File: config.mk
export PLATFORM = sky130hd
export DESIGN_NAME = result_dumper
export DESIGN_NICKNAME = d
export VERILOG_FILES = /design/src/rtl/result_dumper_pkg.sv /design/src/rtl/matrix_addr_gen.sv /design/src/rtl/result_dumper.sv
export SDC_FILE = /design/constraint.sdc
export NUM_CORES = 1
export LEC_CHECK = 0
export CORE_MARGIN = 2
export CORE_UTILIZATION = 45
export DETAILED_ROUTE_END_ITERATION = 8
export PLACE_DENSITY = 0.66
export SKIP_LAST_GASP = 1
export SYNTH_ARGS = -nofsm -noshare
export SYNTH_HDL_FRONTEND = slang
export SYNTH_SLANG_ARGS = --single-unit
File: constraint.sdc
create_clock -name clk -period 2.6 [get_ports clk]
set_clock_uncertainty 0.1 [all_clocks]
set_input_delay 0.65 -clock clk [delete_from_list [all_inputs] [get_ports clk]]
set_output_delay 0.65 -clock clk [all_outputs]
set_load 0.005 [all_outputs]
File: src/rtl/result_dumper_pkg.sv
// Shared types and constants for the result dump path and its sibling loader.
package result_dumper_pkg;

  localparam int ADDR_W = 12;
  localparam int WORD_W = 12;
  localparam int BYTE_W = 8;

  // Frame sync byte, also known to the UART loader and the host script.
  localparam logic [BYTE_W-1:0] DEFAULT_HDR_BYTE = 8'hA5;

  typedef enum logic [2:0] {
    IDLE,
    HDR,
    RD_ADDR,
    RD_WAIT,
    SEND_HI,
    SEND_LO,
    DONE
  } state_t;

endpackage

File: src/rtl/matrix_addr_gen.sv
// Row-major matrix address walker: row-base register plus column offset, 12-bit wrap.
module matrix_addr_gen
  import result_dumper_pkg::*;
#(
  parameter int ROWS       = 4,
  parameter int COLS       = 4,
  parameter int BASE_ADDR  = 4,
  parameter int ROW_STRIDE = 64
) (
  input  logic              clk,
  input  logic              rst,
  input  logic              clear,
  input  logic              advance,
  output logic [ADDR_W-1:0] addr,
  output logic              last
);

  localparam logic [ADDR_W-1:0] BASE_A   = ADDR_W'(BASE_ADDR);
  localparam logic [ADDR_W-1:0] STRIDE_A = ADDR_W'(ROW_STRIDE);
  localparam logic [ADDR_W-1:0] ROW_MAX  = ADDR_W'(ROWS - 1);
  localparam logic [ADDR_W-1:0] COL_MAX  = ADDR_W'(COLS - 1);
  localparam logic [ADDR_W-1:0] ONE      = ADDR_W'(1);

  logic [ADDR_W-1:0] row_q;
  logic [ADDR_W-1:0] col_q;
  logic [ADDR_W-1:0] row_base_q;
  logic              col_last;
  logic              row_last;

  assign col_last = (col_q == COL_MAX);
  assign row_last = (row_q == ROW_MAX);

  always_ff @(posedge clk or posedge rst) begin
    if (rst) begin
      row_q      <= '0;
      col_q      <= '0;
      row_base_q <= '0;
    end else if (clear) begin
      row_q      <= '0;
      col_q      <= '0;
      row_base_q <= BASE_A;
    end else if (advance) begin
      if (col_last) begin
        col_q      <= '0;
        row_q      <= row_q + ONE;
        row_base_q <= row_base_q + STRIDE_A;
      end else begin
        col_q <= col_q + ONE;
      end
    end
  end

  // Sum wraps naturally past 4095 back to 0.
  assign addr = row_base_q + col_q;
  assign last = row_last && col_last;

endmodule

File: src/rtl/result_dumper.sv
// Streams a result matrix from a data-memory bank as a byte frame:
// header, then each 12-bit word as {4'b0, w[11:8]}, w[7:0] in row-major order.
module result_dumper
  import result_dumper_pkg::*;
#(
  parameter int                ROWS       = 4,
  parameter int                COLS       = 4,
  parameter int                BASE_ADDR  = 4,
  parameter int                ROW_STRIDE = 64,
  parameter logic [BYTE_W-1:0] HDR_BYTE   = DEFAULT_HDR_BYTE
) (
  input  logic              clk,
  input  logic              rst,
  input  logic              start,
  output logic              busy,
  output logic              done,
  output logic [ADDR_W-1:0] mem_addr,
  output logic              mem_write_en,
  input  logic [WORD_W-1:0] mem_dataout,
  output logic [BYTE_W-1:0] tx_data,
  output logic              tx_valid,
  input  logic              tx_ready
);

  // tx handshake: one byte moves on each rising edge with tx_valid && tx_ready;
  // until then tx_valid stays high and tx_data is held unchanged.

  state_t            state_q, state_d;
  logic              busy_d, done_d, tx_valid_d;
  logic [BYTE_W-1:0] tx_data_d;
  logic [BYTE_W-1:0] lo_q, lo_d;  // only the low byte is needed after RD_WAIT
  logic              clear, advance, last;
  logic              hs;

  assign hs           = tx_valid && tx_ready;
  assign mem_write_en = 1'b0;

  matrix_addr_gen #(
    .ROWS      (ROWS),
    .COLS      (COLS),
    .BASE_ADDR (BASE_ADDR),
    .ROW_STRIDE(ROW_STRIDE)
  ) u_addr_gen (
    .clk    (clk),
    .rst    (rst),
    .clear  (clear),
    .advance(advance),
    .addr   (mem_addr),
    .last   (last)
  );

  always_ff @(posedge clk or posedge rst) begin
    if (rst) begin
      state_q  <= IDLE;
      busy     <= 1'b0;
      done     <= 1'b0;
      tx_valid <= 1'b0;
      tx_data  <= '0;
      lo_q     <= '0;
    end else begin
      state_q  <= state_d;
      busy     <= busy_d;
      done     <= done_d;
      tx_valid <= tx_valid_d;
      tx_data  <= tx_data_d;
      lo_q     <= lo_d;
    end
  end

  always_comb begin
    state_d    = state_q;
    busy_d     = busy;
    done_d     = 1'b0;
    tx_valid_d = tx_valid;
    tx_data_d  = tx_data;
    lo_d       = lo_q;
    clear      = 1'b0;
    advance    = 1'b0;
    case (state_q)
      IDLE: begin
        if (start) begin
          state_d    = HDR;
          busy_d     = 1'b1;
          tx_data_d  = HDR_BYTE;
          tx_valid_d = 1'b1;
          clear      = 1'b1;
        end
      end
      HDR: begin
        if (hs) begin
          state_d    = RD_ADDR;
          tx_valid_d = 1'b0;
        end
      end
      RD_ADDR: state_d = RD_WAIT;
      RD_WAIT: begin
        lo_d       = mem_dataout[BYTE_W-1:0];
        tx_data_d  = {{(2*BYTE_W-WORD_W){1'b0}}, mem_dataout[WORD_W-1:BYTE_W]};
        tx_valid_d = 1'b1;
        state_d    = SEND_HI;
      end
      SEND_HI: begin
        if (hs) begin
          tx_data_d = lo_q;
          state_d   = SEND_LO;
        end
      end
      SEND_LO: begin
        if (hs) begin
          tx_valid_d = 1'b0;
          if (last) begin
            state_d = DONE;
            done_d  = 1'b1;
          end else begin
            advance = 1'b1;
            state_d = RD_ADDR;
          end
        end
      end
      DONE: begin
        busy_d  = 1'b0;
        state_d = IDLE;
      end
      default: state_d = IDLE;
    endcase
  end

endmodule

Word-level counts from Yosys, hierarchy flattened
Cells that the tools add are included.
Widths: inputs -> output; s select.
Word-level totals
  register bits: 58
  bits in latches: 0
  RAM bits: 0
  ROM bits: 0
  logic and storage cells: 70
  memories: 0
Cells by class
  add/subtract/negate cells: 4
  multipliers: 0
  divide/modulo/power cells: 0
  magnitude comparators: 0
  equality and inequality tests: 13
  shifts and indexed selects: 0
  muxes and demuxes: 30
  bitwise gates (word level): 0
  reduce and logical (&&, ||, !) cells: 14
Operators by type and width (count)
  $mux 12: 9
  $add 12x1->12 const B: 2
  $eq 12x2->1 const B: 2
  $pmux 8 s3: 1
  $pmux 3 s6: 1
  $mux 8: 2
  $mux 3: 5
  $add 12x12->12: 1
  $add 12x7->12 const B: 1
  $mux 1: 10
  $eq 3x3->1 const B: 3
  $ne 2x2->1 const B: 4
  $eq 3x2->1 const B: 2
  $reduce_and 3->1: 2
  $reduce_bool 2->1: 3
  $reduce_bool 3->1: 2
  $reduce_and 2->1: 2
  $reduce_and 4->1: 1
  $eq 3x1->1 const B: 1
  $logic_not 3->1: 1
  $pmux 1 s3: 1
  $logic_and 1x1->1: 2
  $ne 2x1->1 const B: 1
  $pmux 1 s2: 1
  $reduce_or 2->1: 1

Longest topological paths before layout
Gate-level depths: netlist of run 1.
  depth after elaboration: 7
  mapped depth: 8
  mapped depth without buffers: 6

By module
Synthesis of run 1 repeated with hierarchy kept, for this count alone.
Second synthesis, totals
  cells, all modules: 330
  area total of the unflattened synthesis: 3079.2 sq um
Modules (own cells, without submodules)
  matrix_addr_gen: instances 1, cells each 225, area each 2009.4 sq um, seq. area each 775.7 sq um
  result_dumper: instances 1, cells each 105, area each 1069.8 sq um, seq. area each 550.5 sq um

Worst setup path after synthesis of run 1
OpenSTA, ideal clock, no wires.
  kind: register -> output
  start point: reg u_addr_gen.col_q[8]
  end point: out mem_addr[11]
  data arrival time: 1.778 ns
  data required time: 1.850 ns
  path slack: 0.072 ns
  cell stages (with the launch flop): 7
  buffers on the path: 0
  cells stage by stage: dfrtp_1 ha_1 nand2_1 nor3_1 a2111oi_0 a21oi_1 xnor2_1
Between the ends
  word-level cells in the longest chain between the ends: 1
RTL lines
  from (decl): line matrix_addr_gen.sv:25  | logic [ADDR_W-1:0] col_q;
  from (signal assigned): line matrix_addr_gen.sv:48  | col_q <= col_q + ONE;
  $add 12x12->12: line matrix_addr_gen.sv:54  | assign addr = row_base_q + col_q;
  to (decl): line result_dumper.sv:17  | output logic [ADDR_W-1:0] mem_addr,
Every way passes these cells.

Worst setup path in the final report of run 1
  start point: reg u_addr_gen.row_base_q[6]
  end point: out mem_addr[10]
Between the ends
  word-level cells in the longest chain between the ends: 1
RTL lines
  from (decl): line matrix_addr_gen.sv:26  | logic [ADDR_W-1:0] row_base_q;
  from (signal assigned): line matrix_addr_gen.sv:46  | row_base_q <= row_base_q + STRIDE_A;
  $add 12x12->12: line matrix_addr_gen.sv:54
Every way passes these cells.

==> results_tabular.tex, run 1 <==
\begin{tabular}{lr}
\hline
Metric & Value \\
\hline
\multicolumn{2}{l}{\textbf{Floorplan}} \\
\quad Width of the die & 84.6 um \\
\quad Die H & 84.6 um \\
\quad Starting density of the core & 0.463 \\
\quad Boundary pin count & 40 \\
\quad Total core area & 6310 um\^{}2 \\
\quad Die area & 7160 um\^{}2 \\
\quad FP Rows & 29 \\
\multicolumn{2}{l}{\textbf{Route}} \\
\quad DRC violation total after the first TritonRoute iteration & 152 \\
\quad WL/cell & 14.1 um \\
\quad DRC & 0 \\
\quad Via total after detailed routing & 2,566 \\
\quad Via/cell ratio & 5.45 \\
\quad Number of routed nets with antenna violations & 0 \\
\quad Length of the first detailed-routing pass in iterations & 4 \\
\quad Routed Wire Length & 6630 um \\
\multicolumn{2}{l}{\textbf{Cells and area}} \\
\quad Nets & 419 \\
\quad Filler cell count in the final layout & 561 \\
\quad Non-Filler Instances & 471 \\
\quad Diode insertion count for antenna repair & 0 \\
\quad Fraction of final layout cells sized beyond drive strength 1 & 0.173 \\
\quad Commonest cells after routing, fill and taps aside & 60 x sky130\_fd\_sc\_hd\_\_nand2\_1, 53 x sky130\_fd\_sc\_hd\_\_dfrtp\_1, 38 x sky130\_fd\_sc\_hd\_\_buf\_4, 30 x sky130\_fd\_sc\_hd\_\_clkdlybuf4s50\_1, 26 x sky130\_fd\_sc\_hd\_\_nor2\_1 \\
\quad Synth-to-Final Area Change & 29.9\% \\
\quad Leading cell type in the layout, fill and taps excluded & sky130\_fd\_sc\_hd\_\_nand2\_1 \\
\multicolumn{2}{l}{\textbf{Place}} \\
\quad Pre-CTS WS & -0.271 ns \\
\quad Placer's final routability congestion estimate & 0.932 \\
\quad Sum of net half-perimeters after detailed placement & 4810 um \\
\quad Number of cells after detailed placement & 454 \\
\quad Count of buffers from port buffering & 38 \\
\multicolumn{2}{l}{\textbf{Global route}} \\
\quad Maximum number of pins on one net before global-route repair & 54 \\
\quad Number of global-route vias before repair & 2,420 \\
\quad Gr ovfl total & 0 \\
\quad Initial antenna violation count & 0 \\
\quad Global-route usage over all layers & 0.196 \\
\quad Wire length of the first global-routing pass & 11,400 um \\
\multicolumn{2}{l}{\textbf{Outcome}} \\
\quad Status & complete, but fails checks \\
\quad Violations in the final reports & negative setup slack \\
\multicolumn{2}{l}{\textbf{CTS}} \\
\quad Clock transition at the register clock pins on the worst setup and hold paths after CTS & 0.09 ns \\
\quad CTS buffer count & 5 \\
\quad Quantity of hold-fixing buffers added after cts & 0 \\
\quad Insertion delay of the later-clocked pin in the worst-skew pair & 0.32 ns \\
\quad Deepest clock path buffer count & 2 \\
\quad TritonCTS clock tree & built \\
\quad CTS H-tree lvls & 2 \\
\quad Root buffer cell & sky130\_fd\_sc\_hd\_\_clkbuf\_8 \\
\quad Num Clock Sinks & 53 \\
\multicolumn{2}{l}{\textbf{Power}} \\
\quad Leakage power & 1.77 nW \\
\quad Power density normalized to cell area & 602 nW/um\^{}2 \\
\quad Total Power & 2.29 mW \\
\quad Largest vdd supply drop & 0.000453 V \\
\multicolumn{2}{l}{\textbf{STA}} \\
\quad Timing-limited maximum frequency & 0.375 GHz \\
\quad Final hold violation count & 0 \\
\quad Smallest setup slack after layout & -0.0651 ns \\
\quad Post-route worst hold slack & 0.381 ns \\
\quad Period minus WS final & 2.67 ns \\
\quad Slew HR & 0.539 \\
\quad Final count of negative-setup-slack endpoints & 3 \\
\quad Post-Route Setup TNS & -0.144 ns \\
\quad Pin slew with the least headroom to its limit & 0.687 ns \\
\quad Fin crit share & 1.03 \\
\quad Max-slew violations & 0 \\
\quad Setup repair after global routing missed its margin & yes \\
\multicolumn{2}{l}{\textbf{Worst setup path}} \\
\quad Element type at the critical path end & output port \\
\quad Kind of start point of the critical path & flip-flop \\
\quad Chain of cells forming the critical path & ha\_4 -> buf\_4 -> nand3\_1 -> nor3\_1 -> a2111o\_1 -> a21oi\_2 -> xnor2\_1 -> buf\_2 \\
\quad Buffer and inverter count on the worst path & 2 \\
\quad Crit path kind & reg -> out \\
\quad Slowest stage delay, CP & 0.42 ns \\
\quad Worst EP required & 1.85 ns \\
\quad Critical register-to-register path startpoint & u\_addr\_gen.col\_q[6]\$\_DFFE\_PP0P\_ \\
\quad Startpoint of the worst setup timing path & u\_addr\_gen.row\_base\_q[6]\$\_DFFE\_PP0P\_ \\
\quad Critical Path AT & 1.92 ns \\
\quad Top cell family by delay on the critical path & compound AO/OA/AOI/OAI gates \\
\quad Critical-path maximum fanout & 2 \\
\quad Max stage delay cell, worst path & sky130\_fd\_sc\_hd\_\_dfrtp\_1 \\
\multicolumn{2}{l}{\textbf{Synthesis}} \\
\quad Post-synthesis cell area & 2930 um\^{}2 \\
\quad Post-synth cell types & 47 \\
\quad Synthesized instance count & 325 \\
\quad Synth warnings & 0 \\
\quad Share of synthesized flip-flops with an asynchronous set or reset & 1.00 \\
\quad Synth Flop Type & sky130\_fd\_sc\_hd\_\_dfrtp\_1 \\
\quad Synthesis-stage register bit count & 53 \\
\quad Count of flip-flops with a built-in enable after synthesis & 0 \\
\quad Mean area per synthesized cell & 9.00 um\^{}2 \\
\quad Register area share after synthesis & 0.453 \\
\multicolumn{2}{l}{\textbf{Min path}} \\
\quad Hold Startpoint & lo\_q[5]\$\_DFFE\_PP0P\_ \\
\quad Path class of the lowest-slack min-delay path & reg -> reg \\
\multicolumn{2}{l}{\textbf{Run}} \\
\quad Count of max-cap constraint violations & 0 \\
\hline
\end{tabular}
[state kept, by name (all words and copies together), names as in the netlist]
register and cells:
lo_q 8, tx_data 8, u_addr_gen.col_q 12, state_q 3, done 1, u_addr_gen.row_base_q 7
u_addr_gen.row_q 12, busy 1, tx_valid 1
[area by class of cell]
cell class | count | area, um^2 | area share
clock buffer | 6 | 72.6 | 0.0191
clock inverter | 2 | 38.8 | 0.0102
inverter | 7 | 26.3 | 0.00691
multi-input combinational | 249 | 1570 | 0.414
sequential | 53 | 1330 | 0.349
tap | 77 | 96.3 | 0.0253
timing repair buffer | 77 | 668 | 0.176
[metal layers]
metal,vias up,GRT usage,part of all wire
met5,-,0,0
met4,0,0.0635,0.016
met3,7,0.0334,0.032
met2,40,0.300,0.46
met1,1239,0.286,0.49
li1,1280,-,-
[Yosys cell counts, types with 6 or more instances]
library cell               count  area share
sky130_fd_sc_hd__xnor2_1       7       0.021
sky130_fd_sc_hd__o211ai_1      6       0.015
sky130_fd_sc_hd__dfrtp_1      53        0.45
sky130_fd_sc_hd__nor3_1       10       0.017
sky130_fd_sc_hd__a21oi_1      14       0.024
sky130_fd_sc_hd__o21ai_0      16       0.027
sky130_fd_sc_hd__nor2_1       26       0.033
sky130_fd_sc_hd__ha_1         10       0.043
sky130_fd_sc_hd__clkbuf_1      9       0.012
sky130_fd_sc_hd__mux2i_1      11       0.038
sky130_fd_sc_hd__nand3_1      20       0.034
sky130_fd_sc_hd__nand2_1      62       0.080
sky130_fd_sc_hd__inv_1         7      0.0090
sky130_fd_sc_hd__nand4_1      10       0.021
sky130_fd_sc_hd__o31ai_1       6       0.015
[worst reg2reg max path, cell delays in order, from the launching register on]
cell and delay, ns:
sky130_fd_sc_hd__dfrtp_1 0.42, sky130_fd_sc_hd__buf_4 0.15, sky130_fd_sc_hd__buf_4 0.15, sky130_fd_sc_hd__nor4_4 0.26
sky130_fd_sc_hd__and4_1 0.41, sky130_fd_sc_hd__and3_1 0.37, sky130_fd_sc_hd__nand4_1 0.16, sky130_fd_sc_hd__mux2i_1 0.14
[power breakdown]
part | internal, mW | switching, mW
Clock | 0.289 | 0.277
Combinational | 0.301 | 0.328
Sequential | 0.962 | 0.131
[through the flow]
step	instance area, um^2	utilization
after floorplan	2930	-
after global placement	3550	0.562
after detailed placement	3550	0.562
after CTS	3740	0.593
after global routing	3800	0.602
final	3800	0.602
[cell families (layout without fill, tap and decap cells)]
family                     after synthesis  after routing  share of synthesized area
xor gates and xnor gates                11             11                     0.0329
other                                    1              2                    0.00128
AOI/OAI and AO/OA                       62             62                      0.133
adders and majority gates               10             10                     0.0428
and+or+nand+nor                        153            153                      0.257
buffers and inverters                   24             92                     0.0419
DFF                                     53             53                      0.453
muxes                                   11             11                     0.0376
[timing repair]
| action | in CTS | in global routing |
|---|---|---|
| setup buffers | 6 | 3 |
| endpoints found under the setup margin | 7 | 6 |
| resized for setup | 29 | 8 |
| pin swaps | 6 | 4 |
[path summary, 6_finish.rpt]
path | depth (start not counted) | slack (ns) | endpoint
setup / recovery | 8 | -0.07 | mem_addr[10]
hold / removal | 2 | 0.38 | lo_q[5]$_DFFE_PP0P_
setup reg to reg | 7 | 0.34 | u_addr_gen.row_base_q[10]$_DFFE_PP0P_
hold reg to reg | 2 | 0.38 | lo_q[5]$_DFFE_PP0P_
max in group asynchronous | 3 | 1.57 | u_addr_gen.col_q[5]$_DFFE_PP0P_
min in group asynchronous | 3 | 0.58 | tx_data[6]$_DFFE_PP0P_
Power figures use the tool's default switching activity.
==> inputs of run 2 (changes only) <==
--- a/config.mk
+++ b/config.mk
@@ -5,7 +5,6 @@
 export SDC_FILE = /design/constraint.sdc
 export NUM_CORES = 1
 export LEC_CHECK = 0
-export CORE_MARGIN = 2
 export CORE_UTILIZATION = 45
 export DETAILED_ROUTE_END_ITERATION = 8
 export PLACE_DENSITY = 0.66
==> run 2 against run 1 <==
Compared with the run above: the run still ends with negative setup slack left; cell count decreased by 1.3%; register-to-register slack improved by 0.05 ns; clock power decreased by 19%; count of clock-buffer cells in the layout fell by 1; maximum frequency fell by 1.2%; combinational power barely moved; first-iteration DRC count is 6.6% higher; critical path depth is the same; sequential power about the same; non-clock buffer count fell by 6; wire length shrank 1.1%; final area is 1.2% lower.
==> results_tabular.tex, run 2 (synthesized netlist as in run 1, its figures left out) <==
\begin{tabular}{lr}
\hline
Metric & Value \\
\hline
\multicolumn{2}{l}{\textbf{Route}} \\
\quad Routed Wire Length & 6560 um (-1.1\%) \\
\quad DRC violation total after the first TritonRoute iteration & 162 (+6.6\%) \\
\quad Number of routed nets with antenna violations & 0 (unchanged) \\
\quad DRC & 0 (unchanged) \\
\quad Length of the first detailed-routing pass in iterations & 4 (unchanged) \\
\quad WL/cell & 14.1 um (+0.18\%) \\
\quad Via total after detailed routing & 2,549 (-0.66\%) \\
\quad Via/cell ratio & 5.48 (+0.62\%) \\
\multicolumn{2}{l}{\textbf{CTS}} \\
\quad Insertion delay of the later-clocked pin in the worst-skew pair & 0.31 ns (about the same) \\
\quad Root buffer cell & sky130\_fd\_sc\_hd\_\_clkbuf\_8 \\
\quad Quantity of hold-fixing buffers added after cts & 0 (unchanged) \\
\quad Clock transition at the register clock pins on the worst setup and hold paths after CTS & 0.09 ns (about the same) \\
\quad Deepest clock path buffer count & 2 (unchanged) \\
\quad CTS H-tree lvls & 2 (unchanged) \\
\quad CTS buffer count & 5 (unchanged) \\
\quad TritonCTS clock tree & built \\
\quad Num Clock Sinks & 53 (unchanged) \\
\multicolumn{2}{l}{\textbf{Worst setup path}} \\
\quad Max stage delay cell, worst path & sky130\_fd\_sc\_hd\_\_dfrtp\_1 \\
\quad Critical register-to-register path startpoint & u\_addr\_gen.col\_q[5]\$\_DFFE\_PP0P\_ \\
\quad Element type at the critical path end & output port \\
\quad Logic depth of the worst register-to-register path & 6 (-1) \\
\quad Worst EP required & 1.85 ns (about the same) \\
\quad Critical-path maximum fanout & 4 (+2) \\
\quad Critical Path AT & 1.95 ns (+0.03 ns) \\
\quad Chain of cells forming the critical path & ha\_4 -> nand2\_4 -> nor2\_1 -> a2111oi\_4 -> buf\_4 -> a21oi\_2 -> xnor2\_1 -> buf\_2 \\
\quad Reg2reg setup slack & 0.39 ns (+0.05 ns) \\
\quad Endpoint of the worst-slack reg-to-reg timing path & u\_addr\_gen.row\_base\_q[10]\$\_DFFE\_PP0P\_ \\
\quad Kind of start point of the critical path & flip-flop \\
\quad Crit path kind & reg -> out \\
\quad Slowest stage delay, CP & 0.42 ns (about the same) \\
\multicolumn{2}{l}{\textbf{Global route}} \\
\quad Global-route usage over all layers & 0.207 (+0.0105) \\
\quad Initial antenna violation count & 0 (unchanged) \\
\quad Number of global-route vias before repair & 2,299 (-5.0\%) \\
\quad Maximum number of pins on one net before global-route repair & 54 (unchanged) \\
\quad Wire length of the first global-routing pass & 10,500 um (-7.8\%) \\
\quad Gr ovfl total & 0 (unchanged) \\
\multicolumn{2}{l}{\textbf{STA}} \\
\quad Final hold violation count & 0 (unchanged) \\
\quad Fin crit share & 1.04 (+0.0127) \\
\quad Smallest setup slack after layout & -0.0981 ns (-0.0330 ns) \\
\quad Period minus WS final & 2.70 ns (+0.0330 ns) \\
\quad Max-slew violations & 0 (unchanged) \\
\quad Final count of negative-setup-slack endpoints & 2 (-1) \\
\quad Pin slew with the least headroom to its limit & 0.666 ns (-0.0202 ns) \\
\quad Slew HR & 0.552 (+0.0136) \\
\quad Setup repair after global routing missed its margin & yes \\
\quad Timing-limited maximum frequency & 0.371 GHz (-1.2\%) \\
\multicolumn{2}{l}{\textbf{Place}} \\
\quad Pre-CTS WS & -0.321 ns (-0.0501 ns) \\
\quad Sum of net half-perimeters after detailed placement & 4640 um (-3.7\%) \\
\quad Count of buffers from port buffering & 38 (unchanged) \\
\quad Placer's final routability congestion estimate & 0.895 (-4.0\%) \\
\quad Number of cells after detailed placement & 453 (-0.22\%) \\
\quad Area after detailed placement & 3540 um\^{}2 (-0.21\%) \\
\multicolumn{2}{l}{\textbf{Power}} \\
\quad Power density normalized to cell area & 580 nW/um\^{}2 (-3.7\%) \\
\quad Total Power & 2.18 mW (-4.8\%) \\
\quad Largest vdd supply drop & 0.000425 V (-6.3\%) \\
\quad Leakage power & 1.78 nW (+0.29\%) \\
\multicolumn{2}{l}{\textbf{Floorplan}} \\
\quad Die area & 6830 um\^{}2 (-4.7\%) \\
\quad Boundary pin count & 40 (unchanged) \\
\quad Width of the die & 82.6 um (-2.4\%) \\
\quad Die H & 82.6 um (-2.4\%) \\
\quad Total core area & 6310 um\^{}2 (unchanged) \\
\quad Starting density of the core & 0.463 (unchanged) \\
\quad FP Rows & 29 (unchanged) \\
\multicolumn{2}{l}{\textbf{Cells and area}} \\
\quad Diode insertion count for antenna repair & 0 (unchanged) \\
\quad Non-Filler Instances & 465 (-1.3\%) \\
\quad Synth-to-Final Area Change & 28.4\% \\
\quad Fraction of final layout cells sized beyond drive strength 1 & 0.165 (-0.00764) \\
\quad Nets & 413 (-1.4\%) \\
\quad Leading cell type in the layout, fill and taps excluded & sky130\_fd\_sc\_hd\_\_nand2\_1 \\
\quad Fin area & 3750 um\^{}2 (-1.2\%) \\
\quad Largest registers & u\_addr\_gen.col\_q: 12 flops, u\_addr\_gen.row\_q: 12 flops \\
\quad Utilization of the core after routing & 0.595 (-0.00733) \\
\quad Commonest cells after routing, fill and taps aside & 60 x sky130\_fd\_sc\_hd\_\_nand2\_1, 53 x sky130\_fd\_sc\_hd\_\_dfrtp\_1, 32 x sky130\_fd\_sc\_hd\_\_buf\_4, 30 x sky130\_fd\_sc\_hd\_\_clkdlybuf4s50\_1, 26 x sky130\_fd\_sc\_hd\_\_nor2\_1 \\
\quad Filler cell count in the final layout & 565 (+0.71\%) \\
\multicolumn{2}{l}{\textbf{Outcome}} \\
\quad Status & complete, but fails checks \\
\quad Violations in the final reports & negative setup slack \\
\multicolumn{2}{l}{\textbf{Run}} \\
\quad Count of max-cap constraint violations & 0 (unchanged) \\
\multicolumn{2}{l}{\textbf{Min path}} \\
\quad Capture endpoint of the worst hold path & lo\_q[4]\$\_DFFE\_PP0P\_ \\
\quad Hold Startpoint & lo\_q[4]\$\_DFFE\_PP0P\_ \\
\quad Path class of the lowest-slack min-delay path & reg -> reg \\
\quad Worst hold stages & 2 (unchanged) \\
\hline
\end{tabular}
## run 2: cell types whose count changed in the layout (fill, tap and decap cells not counted), moves of 2 or more
| cell | change |
|---|---|
| sky130_fd_sc_hd__clkinv_2 | +2 |
| sky130_fd_sc_hd__nand2_2 | -2 |
| sky130_fd_sc_hd__nand2_4 | +2 |
| sky130_fd_sc_hd__buf_4 | -6 |
## run 2: cell type report
class,count,area (um^2),area share
inverter,7,26.3,0.00700
clock inverter,3,17.5,0.00467
tap,77,96.3,0.0257
sequential,53,1330,0.353
multi-input combinational,249,1600,0.425
clock buffer,5,68.8,0.0183
timing repair buffer,71,623,0.166
## run 2: worst max path at each step
stage,from,end,slack [ns],cells after the start
global placement,u_addr_gen.row_base_q[8]$_DFFE_PP0P_,mem_addr[11],-0.24,8
finish,u_addr_gen.row_base_q[8]$_DFFE_PP0P_,mem_addr[11],-0.1,8
floorplan,u_addr_gen.col_q[8]$_DFFE_PP0P_,mem_addr[11],0.07,6
global route,u_addr_gen.col_q[8]$_DFFE_PP0P_,mem_addr[11],-0.22,8
detailed placement,u_addr_gen.row_base_q[8]$_DFFE_PP0P_,mem_addr[11],-0.32,8
CTS,u_addr_gen.col_q[6]$_DFFE_PP0P_,mem_addr[11],-0.21,8
## run 2: repair_timing
action,CTS,global route
gates cloned,0,0
gates resized for setup,22,17
pin swaps,6,6
setup buffers,4,0
setup endpoints to repair,7,6
hold endpoints to repair,0,0
## run 2: where the power goes
group / switching (mW) / internal, mW
combinational: 0.328 / 0.300
clock: 0.274 / 0.186
sequential: 0.127 / 0.962
total: 0.730 / 1.45
## run 2: critical path, delay by kind of cell, from the launching register on
family	cells	cell delay (ns)
AO/OA/AOI/OAI	2	0.19
adder cells (fa/ha/maj)	1	0.32
AND/OR/NAND/NOR	2	0.29
XOR/XNOR	1	0.13
buffers and inverters	2	0.29
flip-flops	1	0.42
## run 2: stage by stage
step | TNS [ns] | hold slack, ns
after floorplan | 0 | 0.340
after global placement | -0.599 | 0.356
after detailed placement | -0.769 | 0.363
after CTS | -0.575 | 0.387
after global routing | -0.467 | 0.411
final | -0.187 | 0.380
## run 2: metal layers
layer  vias to the layer above  track usage  routed length (um)
li1                       1276            -                   -
met2                        43        0.313                2950
met5                         -            0                   0
met4                         0       0.0724                  92
met3                         9       0.0319                 212
met1                      1221        0.300                3310
